$ cat src/rtl/gpio_checkpoint_reporter.sv
// Checkpoint producer for the GPIO pads: buffers (code, value) posts and drives them data-first.
// Optional CHECKPOINT_TIMESTAMP_EN: code 6'h3F stores a free-running cycle count instead of the value.
module gpio_checkpoint_reporter #(
   parameter int unsigned DEPTH = 4,
   parameter int unsigned SETUP = 2,
   parameter int unsigned DWELL = 16
) (
   input  logic        clock,
   input  logic        resetb,
   input  logic        enable,
   input  logic        post_valid,
   output logic        post_ready,
   input  logic [5:0]  post_check,
   input  logic [31:0] post_data,
   output logic [37:0] io_out,
   output logic [37:0] io_oeb,
   output logic        busy
);
   localparam int unsigned AW   = $clog2(DEPTH);
   localparam int unsigned MAXC = (SETUP > DWELL) ? SETUP : DWELL;
   localparam int unsigned CW   = $clog2(MAXC + 1);

   localparam logic [CW-1:0] SETUP_LAST = CW'(SETUP - 1);
   localparam logic [CW-1:0] DWELL_LAST = CW'(DWELL - 1);
   localparam logic [AW:0]   FULL_CNT   = (AW + 1)'(DEPTH);

   typedef enum logic [1:0] {
      ST_IDLE,
      ST_SETUP,
      ST_SHOW
   } state_e;

   logic [37:0]   mem_q [DEPTH];
   logic [AW-1:0] wr_ptr_q;
   logic [AW-1:0] rd_ptr_q;
   logic [AW:0]   count_q;
   logic [AW:0]   count_d;
   logic          ready_q;
   state_e        state_q;
   logic [CW-1:0] cnt_q;
   logic [31:0]   data_q;
   logic [5:0]    code_q;
   logic [5:0]    pend_q;

   logic          push;
   logic          pop;
   logic          show_done;
   logic [37:0]   head;
   logic [31:0]   wdata;

   assign push      = post_valid && ready_q;
   assign show_done = (state_q == ST_SHOW) && (cnt_q == DWELL_LAST);
   assign pop       = ((state_q == ST_IDLE) || show_done) && (count_q != '0);
   assign head      = mem_q[rd_ptr_q];

`ifdef CHECKPOINT_TIMESTAMP_EN
   logic [31:0] ts_q;

   always_ff @(posedge clock or negedge resetb) begin
      if (!resetb) begin
         ts_q <= '0;
      end else begin
         ts_q <= ts_q + 32'd1;
      end
   end

   assign wdata = (post_check == 6'h3F) ? ts_q : post_data;
`else
   assign wdata = post_data;
`endif

   always_comb begin
      count_d = count_q;
      if (push && !pop) begin
         count_d = count_q + (AW + 1)'(1);
      end else if (!push && pop) begin
         count_d = count_q - (AW + 1)'(1);
      end
   end

   always_ff @(posedge clock) begin
      if (push) begin
         mem_q[wr_ptr_q] <= {post_check, wdata};
      end
   end

   always_ff @(posedge clock or negedge resetb) begin
      if (!resetb) begin
         wr_ptr_q <= '0;
         rd_ptr_q <= '0;
         count_q  <= '0;
         ready_q  <= 1'b1;
      end else begin
         if (push) begin
            wr_ptr_q <= wr_ptr_q + AW'(1);
         end
         if (pop) begin
            rd_ptr_q <= rd_ptr_q + AW'(1);
         end
         count_q <= count_d;
         ready_q <= (count_d != FULL_CNT);
      end
   end

   // A pop blanks the code lanes first when the new code would be indistinguishable.
   always_ff @(posedge clock or negedge resetb) begin
      if (!resetb) begin
         state_q <= ST_IDLE;
         cnt_q   <= '0;
         data_q  <= '0;
         code_q  <= '0;
         pend_q  <= '0;
      end else if (pop) begin
         data_q  <= head[31:0];
         pend_q  <= head[37:32];
         if (head[37:32] == code_q) begin
            code_q <= 6'h00;
         end
         cnt_q   <= '0;
         state_q <= ST_SETUP;
      end else begin
         unique case (state_q)
            ST_IDLE: begin
               cnt_q <= '0;
            end
            ST_SETUP: begin
               if (cnt_q == SETUP_LAST) begin
                  code_q  <= pend_q;
                  cnt_q   <= '0;
                  state_q <= ST_SHOW;
               end else begin
                  cnt_q <= cnt_q + CW'(1);
               end
            end
            ST_SHOW: begin
               if (cnt_q == DWELL_LAST) begin
                  cnt_q   <= '0;
                  state_q <= ST_IDLE;
               end else begin
                  cnt_q <= cnt_q + CW'(1);
               end
            end
            default: begin
               state_q <= ST_IDLE;
            end
         endcase
      end
   end

   assign post_ready = ready_q;
   assign io_out     = {code_q, data_q};
   assign io_oeb     = {38{~enable}};
   assign busy       = (count_q != '0) || (state_q != ST_IDLE);

endmodule

$ cat config.mk
export PLATFORM = sky130hd
export DESIGN_NAME = gpio_checkpoint_reporter
export DESIGN_NICKNAME = d
export VERILOG_FILES = /design/src/rtl/gpio_checkpoint_reporter.sv
export SDC_FILE = /design/constraint.sdc
export NUM_CORES = 1
export LEC_CHECK = 0
export ABC_AREA = 1
export CAP_MARGIN = 20
export CORE_UTILIZATION = 40
export CTS_CLUSTER_SIZE = 30
export DETAILED_ROUTE_END_ITERATION = 12
export GPL_ROUTABILITY_DRIVEN = 0
export GPL_TIMING_DRIVEN = 0
export PLACE_DENSITY_LB_ADDON = 0.2
export SYNTH_ARGS = -nofsm -noshare
export SYNTH_HDL_FRONTEND = slang
export SYNTH_SLANG_ARGS = --single-unit
$ cat constraint.sdc
create_clock -name clock -period 6.7 [get_ports clock]
set_clock_uncertainty 0.1 [all_clocks]
set_input_delay 1.34 -clock clock [delete_from_list [all_inputs] [get_ports clock]]
set_output_delay 1.34 -clock clock [all_outputs]
set_load 0.01 [all_outputs]
======== Yosys cells after proc, flatten, opt, wreduce, memory -nomap -nowiden ========
Memory sizes are Yosys's and may differ from the RTL's.
Index checks and enable logic that the tools add are counted.
word-level totals
  RAM bits ................................ 152
  input port bits ......................... 42
  memories ................................ 1
  register bits ........................... 59
memories
  memory  depth  width  read ports  clocked after memory_dff  wr ports  line  source
  mem_q   4      38     1           0                         1         33    logic [37:0] mem_q [DEPTH];
cells by class
  multiplexer cells ....................... 16
  $add $sub $neg .......................... 5
  bitwise gates (word level) .............. 1
  equal/unequal tests ..................... 10
  reduce and logical (&&, ||, !) cells .... 17
operators by type and width
  operator                                                                  count
  6-bit 2-to-1 mux                                                          4
  5-bit 2-to-1 mux                                                          3
  5-bit one-hot mux with 3 select lines                                     1
  6-bit == test                                                             1
  2-bit 2-to-1 mux                                                          3
  3-bit 2-to-1 mux                                                          2
  3-bit inequality test (second input constant)                             2
  2-bit one-hot mux with 3 select lines                                     1
  3-bit AND reduction                                                       2
  2-bit nonzero test                                                        3
  5-bit by 1-bit adder with 5-bit output (second input constant)            1
  5-bit by 1-bit == test with 1-bit output (second input constant)          1
  5-bit by 4-bit == test with 1-bit output (second input constant)          1
  1-bit logical AND                                                         5
  2-bit by 1-bit adder with 2-bit output (second input constant)            2
  4-bit nonzero test                                                        1
  3-bit by 1-bit adder with 3-bit output (second input constant)            1
  3-bit by 2-bit inequality test with 1-bit output (second input constant)  1
  3-bit nonzero test                                                        1
  3-bit by 1-bit subtractor with 3-bit output (second input constant)       1
  2-bit by 1-bit == test with 1-bit output (second input constant)          1
  2-bit == test (second input constant)                                     1
  1-bit zero test                                                           2
  2-bit zero test                                                           1
  other kinds (5)                                                           7

======== Logic depth before layout (Yosys ltp) ========
  word-level depth ........................ 8
  gate-level depth with buffers ........... 13
  gate-level depth less buffers ........... 13

======== Worst setup path before layout ========
No wires, ideal clock.
  kind .................................... input port to flip-flop
  from .................................... in post_valid
  to ...................................... mem mem_q[0][0] (enable)
  arrival time ............................ 3.118 ns
  stages on the path ...................... 2
  buffers on the path ..................... 0
  required time ........................... 6.167 ns
  path slack .............................. 3.048 ns
  cell sequence ........................... nand2_1 nor2_1
on the way
  cells in the longest elaborated chain, start to end .. 3
RTL lines
  element                                 line  source
  from (decl)                             11    input logic post_valid,
  1-bit logical AND                       51    assign push = post_valid && ready_q;
  1-bit 2-to-1 mux                        82    if (push) begin
  1-bit 2-to-1 mux (not written as such)  83    mem_q[wr_ptr_q] <= {post_check, wdata};
  to (decl)                               33
Every way passes these cells.

======== Worst setup path in the final report ========
  from .................................... in enable
  to ...................................... out io_oeb[7]
on the way
  cells in the longest elaborated chain, start to end .. 1
RTL lines
  element         line  source
  from (decl)     10    input logic enable,
  1-bit inverter  152   assign io_oeb = {38{~enable}};
  to (decl)       16    output logic [37:0] io_oeb,
Every way passes these cells.

==> run summary <==
The number of buffers inserted by hold repair at cts is 0. Summed over all layers, the global routing overflow is 0. The critical register-to-register path startpoint is cnt_q[0].

The placement row count is 53. The number of cells produced by synthesis came out at approximately 760. The first global-routing pass estimated slightly above 30 mm of wire. The achievable frequency came out at 0.214 GHz. Once detail routing completed, the nets flagged for antenna violations numbered 0. The share of total power in sequential cells came out at a little under two fifths.

STA classifies the critical path startpoint as an input port. The die is between 100 and 150 µm wide. The setup-violating endpoint count in the final report came out at 0. The setup total negative slack is 0 ns. The pin count of the biggest net entering global routing is 60. The top-level I/O count came out at between 100 and 150. Setup repair after global routing left no endpoint under its margin. The starting DRC count in detailed routing came out at ~250. The clock drives 211 sinks. TritonCTS built the clock tree. The critical path data required time is 5.26 ns. The number of gates resized after CTS came out at 0. The global-route total usage across every layer came out at about 18%. The count of unresolved DRC violations after routing is 0. The length of the first detailed-routing pass in iterations came out at 4. The setup path with the least slack is of type in2out. The maximum resistive drop on vdd came out at approximately 0.00027 V. The HPWL after detailed placement is around 12 mm. The fraction of layout instances using a drive strength above 1 is about an eighth. The latest clock arrival within the worst-skew pair is about 0.53 ns. The clock network fraction of total power came out at a little over a quarter. The number of max-slew violations in the final report was 0.

The placeable core area is around 21000 µm². In this run the power spent charging and discharging nets is about 1.8 mW. After clock tree synthesis, the setup repair step added 0 buffers.

The total power density per cell area is ~460 nW/µm². The shortest clock period the worst path allows after layout came out at 4.67 ns. The number of antenna violations at the first check in global routing is 0.

Summing all placed instances gives a cell area of between 10000 and 15000 µm². The total number of nets in the final design came out at between 900 and 1000. The headroom to the max-slew limit is between 30% and 40%. The port buffer count came out at between 100 and 150. After clock tree synthesis, the clock-pin slew on the worst setup and hold paths is 0.05 ns. Max-cap violations in this run came to 0. The run finished with clean final reports. At the pin with the least slew margin, the transition time is around 1.0 ns. The number of vias after detailed routing came out at ~5800. The number of levels in the clock H-tree is 1. The static leakage power came out at between 4 and 5 nW.

The layout overhead on the synthesized area is 28.8%. The average via count per standard cell came out at roughly 4.9. Of all nets on the critical path, the largest fanout is 38.

In this run the most critical hold path is launched from pend_q[2]. The repair_antennas step left the layout with diodes totalling 0. The via count of the first global-routing pass came out at 5641. A synthesized cell averages 11.5 µm². The clock buffer count from CTS is 24.

The part of the power in combinational logic is approximately 36%. The vertical die dimension came out at 150 µm. After detailed placement, the design holds a cell count of between 1000 and 1500. STA classifies the critical path endpoint as a primary output. The final wirelength is just under 20 mm. The routed wire length per instance is approximately 16 µm.

The share of total power consumed by net switching came out at 35.0%. The post-synthesis net count came out at 813. The count of non-filler cells in the finished layout came out at 1198. Before CTS, the worst setup slack after placement is 2.00 ns.

The die footprint is 22400 µm². The number of warnings printed during yosys synthesis came out at 0. The data arrival at the endpoint of the critical path is roughly 3.2 ns. The sequential share of the synthesized area is between 60 and 70%. The effective utilization at floorplan is 41.1%.

The final instance area is about 11000 µm². The number of endpoints with negative hold slack in the final report came out at 0. Tracing the worst setup path back leads to its startpoint at enable. After synthesis the netlist holds a flip-flop and latch count of approximately 210. The tree is rooted in a sky130_fd_sc_hd__clkbuf_16.

The type of the tightest min-delay check is reg2reg. Summing every instance area after synthesis gives ~8700 µm². Counting distinct cell types in the post-synthesis netlist gives 27. The final critical path takes up a little over two thirds of the cycle. The internal power of the cells totals around 3.4 mW.

In this run the deepest clock path goes through 3 buffers. In the post-route analysis, the smallest setup slack over all paths is ~2.0 ns.
registers in the layout (all words and copies together), names as in the netlist, 2 cells and up:
name,count
mem_q,152
data_q,32
code_q,6
pend_q,6
cnt_q,5
count_q,3
rd_ptr_q,2
state_q,2
wr_ptr_q,2
layout make-up:
class	count	area (µm²)
multi-input cells	436	2110
flip-flops and latches	211	6040
well taps	275	344
plain buffers	70	440
clock inverters	13	210
fillers	1818	9940
clock buffers	31	657
repair buffers	123	1270
inverters	39	146
per-layer routing:
layer	global-route usage [%]	routed length, µm	part of all wire [%]
met2	29.5	9110	47
met4	4.74	348	1.8
met5	0	0	0
met3	3.14	1100	5.7
met1	24.3	8840	46
worst paths after layout:
path,to,cells after the start,slack [ns]
worst max-delay path,io_oeb[7],4,2.03
worst min-delay path,pend_q[2],2,0.38
worst max register to register,data_q[30],10,4.01
worst min register to register,pend_q[2],2,0.38
max in group asynchronous,data_q[4],1,5.08
min in group asynchronous,data_q[24],1,0.84
power groups by stage:
stage	clock network (mW)	registers, mW	logic, mW
6_report	1.41	1.93	1.86
2_1_floorplan	0	1.97	1.08
3_5_place_dp	0	1.95	1.89
5_1_grt	1.48	1.97	2.09
3_3_place_gp	0	1.97	1.81
4_1_cts	1.43	1.93	1.90
worst max-delay path, stage by stage:
cell	delay [ns]
sky130_fd_sc_hd__clkdlybuf4s50_1	0.39
sky130_fd_sc_hd__inv_1	0.72
sky130_fd_sc_hd__buf_4	0.23
sky130_fd_sc_hd__clkdlybuf4s50_1	0.54
cell families (layout without fill, tap and decap cells):
logic type                 after synthesis  count (layout)  synth area share, %
adders and majority gates               15              15                 2.16
and+or+nand+nor                        298             298                 13.7
xor gates and xnor gates                 4               4                0.402
DFF                                    211             211                 69.4
buffers and inverters                  109             276                 6.74
AOI/OAI and AO/OA                      119             119                 7.59
layout by cell type (no fill, tap or decap):
cell and n:
sky130_fd_sc_hd__buf_4 40, sky130_fd_sc_hd__buf_6 2, sky130_fd_sc_hd__clkinv_16 1, sky130_fd_sc_hd__buf_12 4
sky130_fd_sc_hd__inv_1 36, sky130_fd_sc_hd__nand4_1 3, sky130_fd_sc_hd__buf_1 6, sky130_fd_sc_hd__nand3_1 29
sky130_fd_sc_hd__nor2_1 170, sky130_fd_sc_hd__clkbuf_16 24, sky130_fd_sc_hd__a21o_1 1, sky130_fd_sc_hd__clkinv_2 3
sky130_fd_sc_hd__a31oi_1 32, sky130_fd_sc_hd__a21oi_1 2, sky130_fd_sc_hd__buf_2 13, sky130_fd_sc_hd__nand2_1 86
sky130_fd_sc_hd__o21ai_0 79, sky130_fd_sc_hd__nor2_4 4, sky130_fd_sc_hd__clkinv_1 4, sky130_fd_sc_hd__o311ai_0 1
sky130_fd_sc_hd__o211ai_1 1, sky130_fd_sc_hd__edfxtp_1 152, sky130_fd_sc_hd__nand3b_1 1, sky130_fd_sc_hd__clkbuf_1 14
sky130_fd_sc_hd__nor3_1 1, sky130_fd_sc_hd__clkdlybuf4s50_1 118, sky130_fd_sc_hd__xor2_1 4, sky130_fd_sc_hd__dfstp_2 1
sky130_fd_sc_hd__o21bai_4 1, sky130_fd_sc_hd__inv_2 3, sky130_fd_sc_hd__bufinv_16 5, sky130_fd_sc_hd__ha_1 15
sky130_fd_sc_hd__nand3_2 4, sky130_fd_sc_hd__dfrtp_1 58, sky130_fd_sc_hd__o22ai_1 2, sky130_fd_sc_hd__clkbuf_8 3
stage by stage:
step           hold slack, ns  util, %  power [mW]
6_report                0.375     53.0        5.20
5_1_grt                 0.401     53.0        5.54
4_1_cts                 0.381     53.0        5.26
3_5_place_dp            0.369     48.9        3.84
3_3_place_gp            0.360     48.4        3.78
2_1_floorplan           0.348        -        3.05
Yosys cell counts (all sizes together):
library cell,count,share of area (%)
a21o,1,0.086
a21oi,2,0.11
a31oi,32,2.3
buf,60,4.6
clkbuf,10,0.43
dfrtp,58,17
dfstp,1,0.30
edfxtp,152,52
ha,15,2.2
inv,39,1.7
nand2,86,3.7
nand3,33,2.1
nand3b,1,0.086
nand4,3,0.22
nor2,174,7.5
nor3,1,0.057
o211ai,1,0.086
o21ai,79,4.5
o21bai,1,0.22
o22ai,2,0.14
o311ai,1,0.10
xor2,4,0.40
No activity file was read; power rests on OpenSTA's default activity.
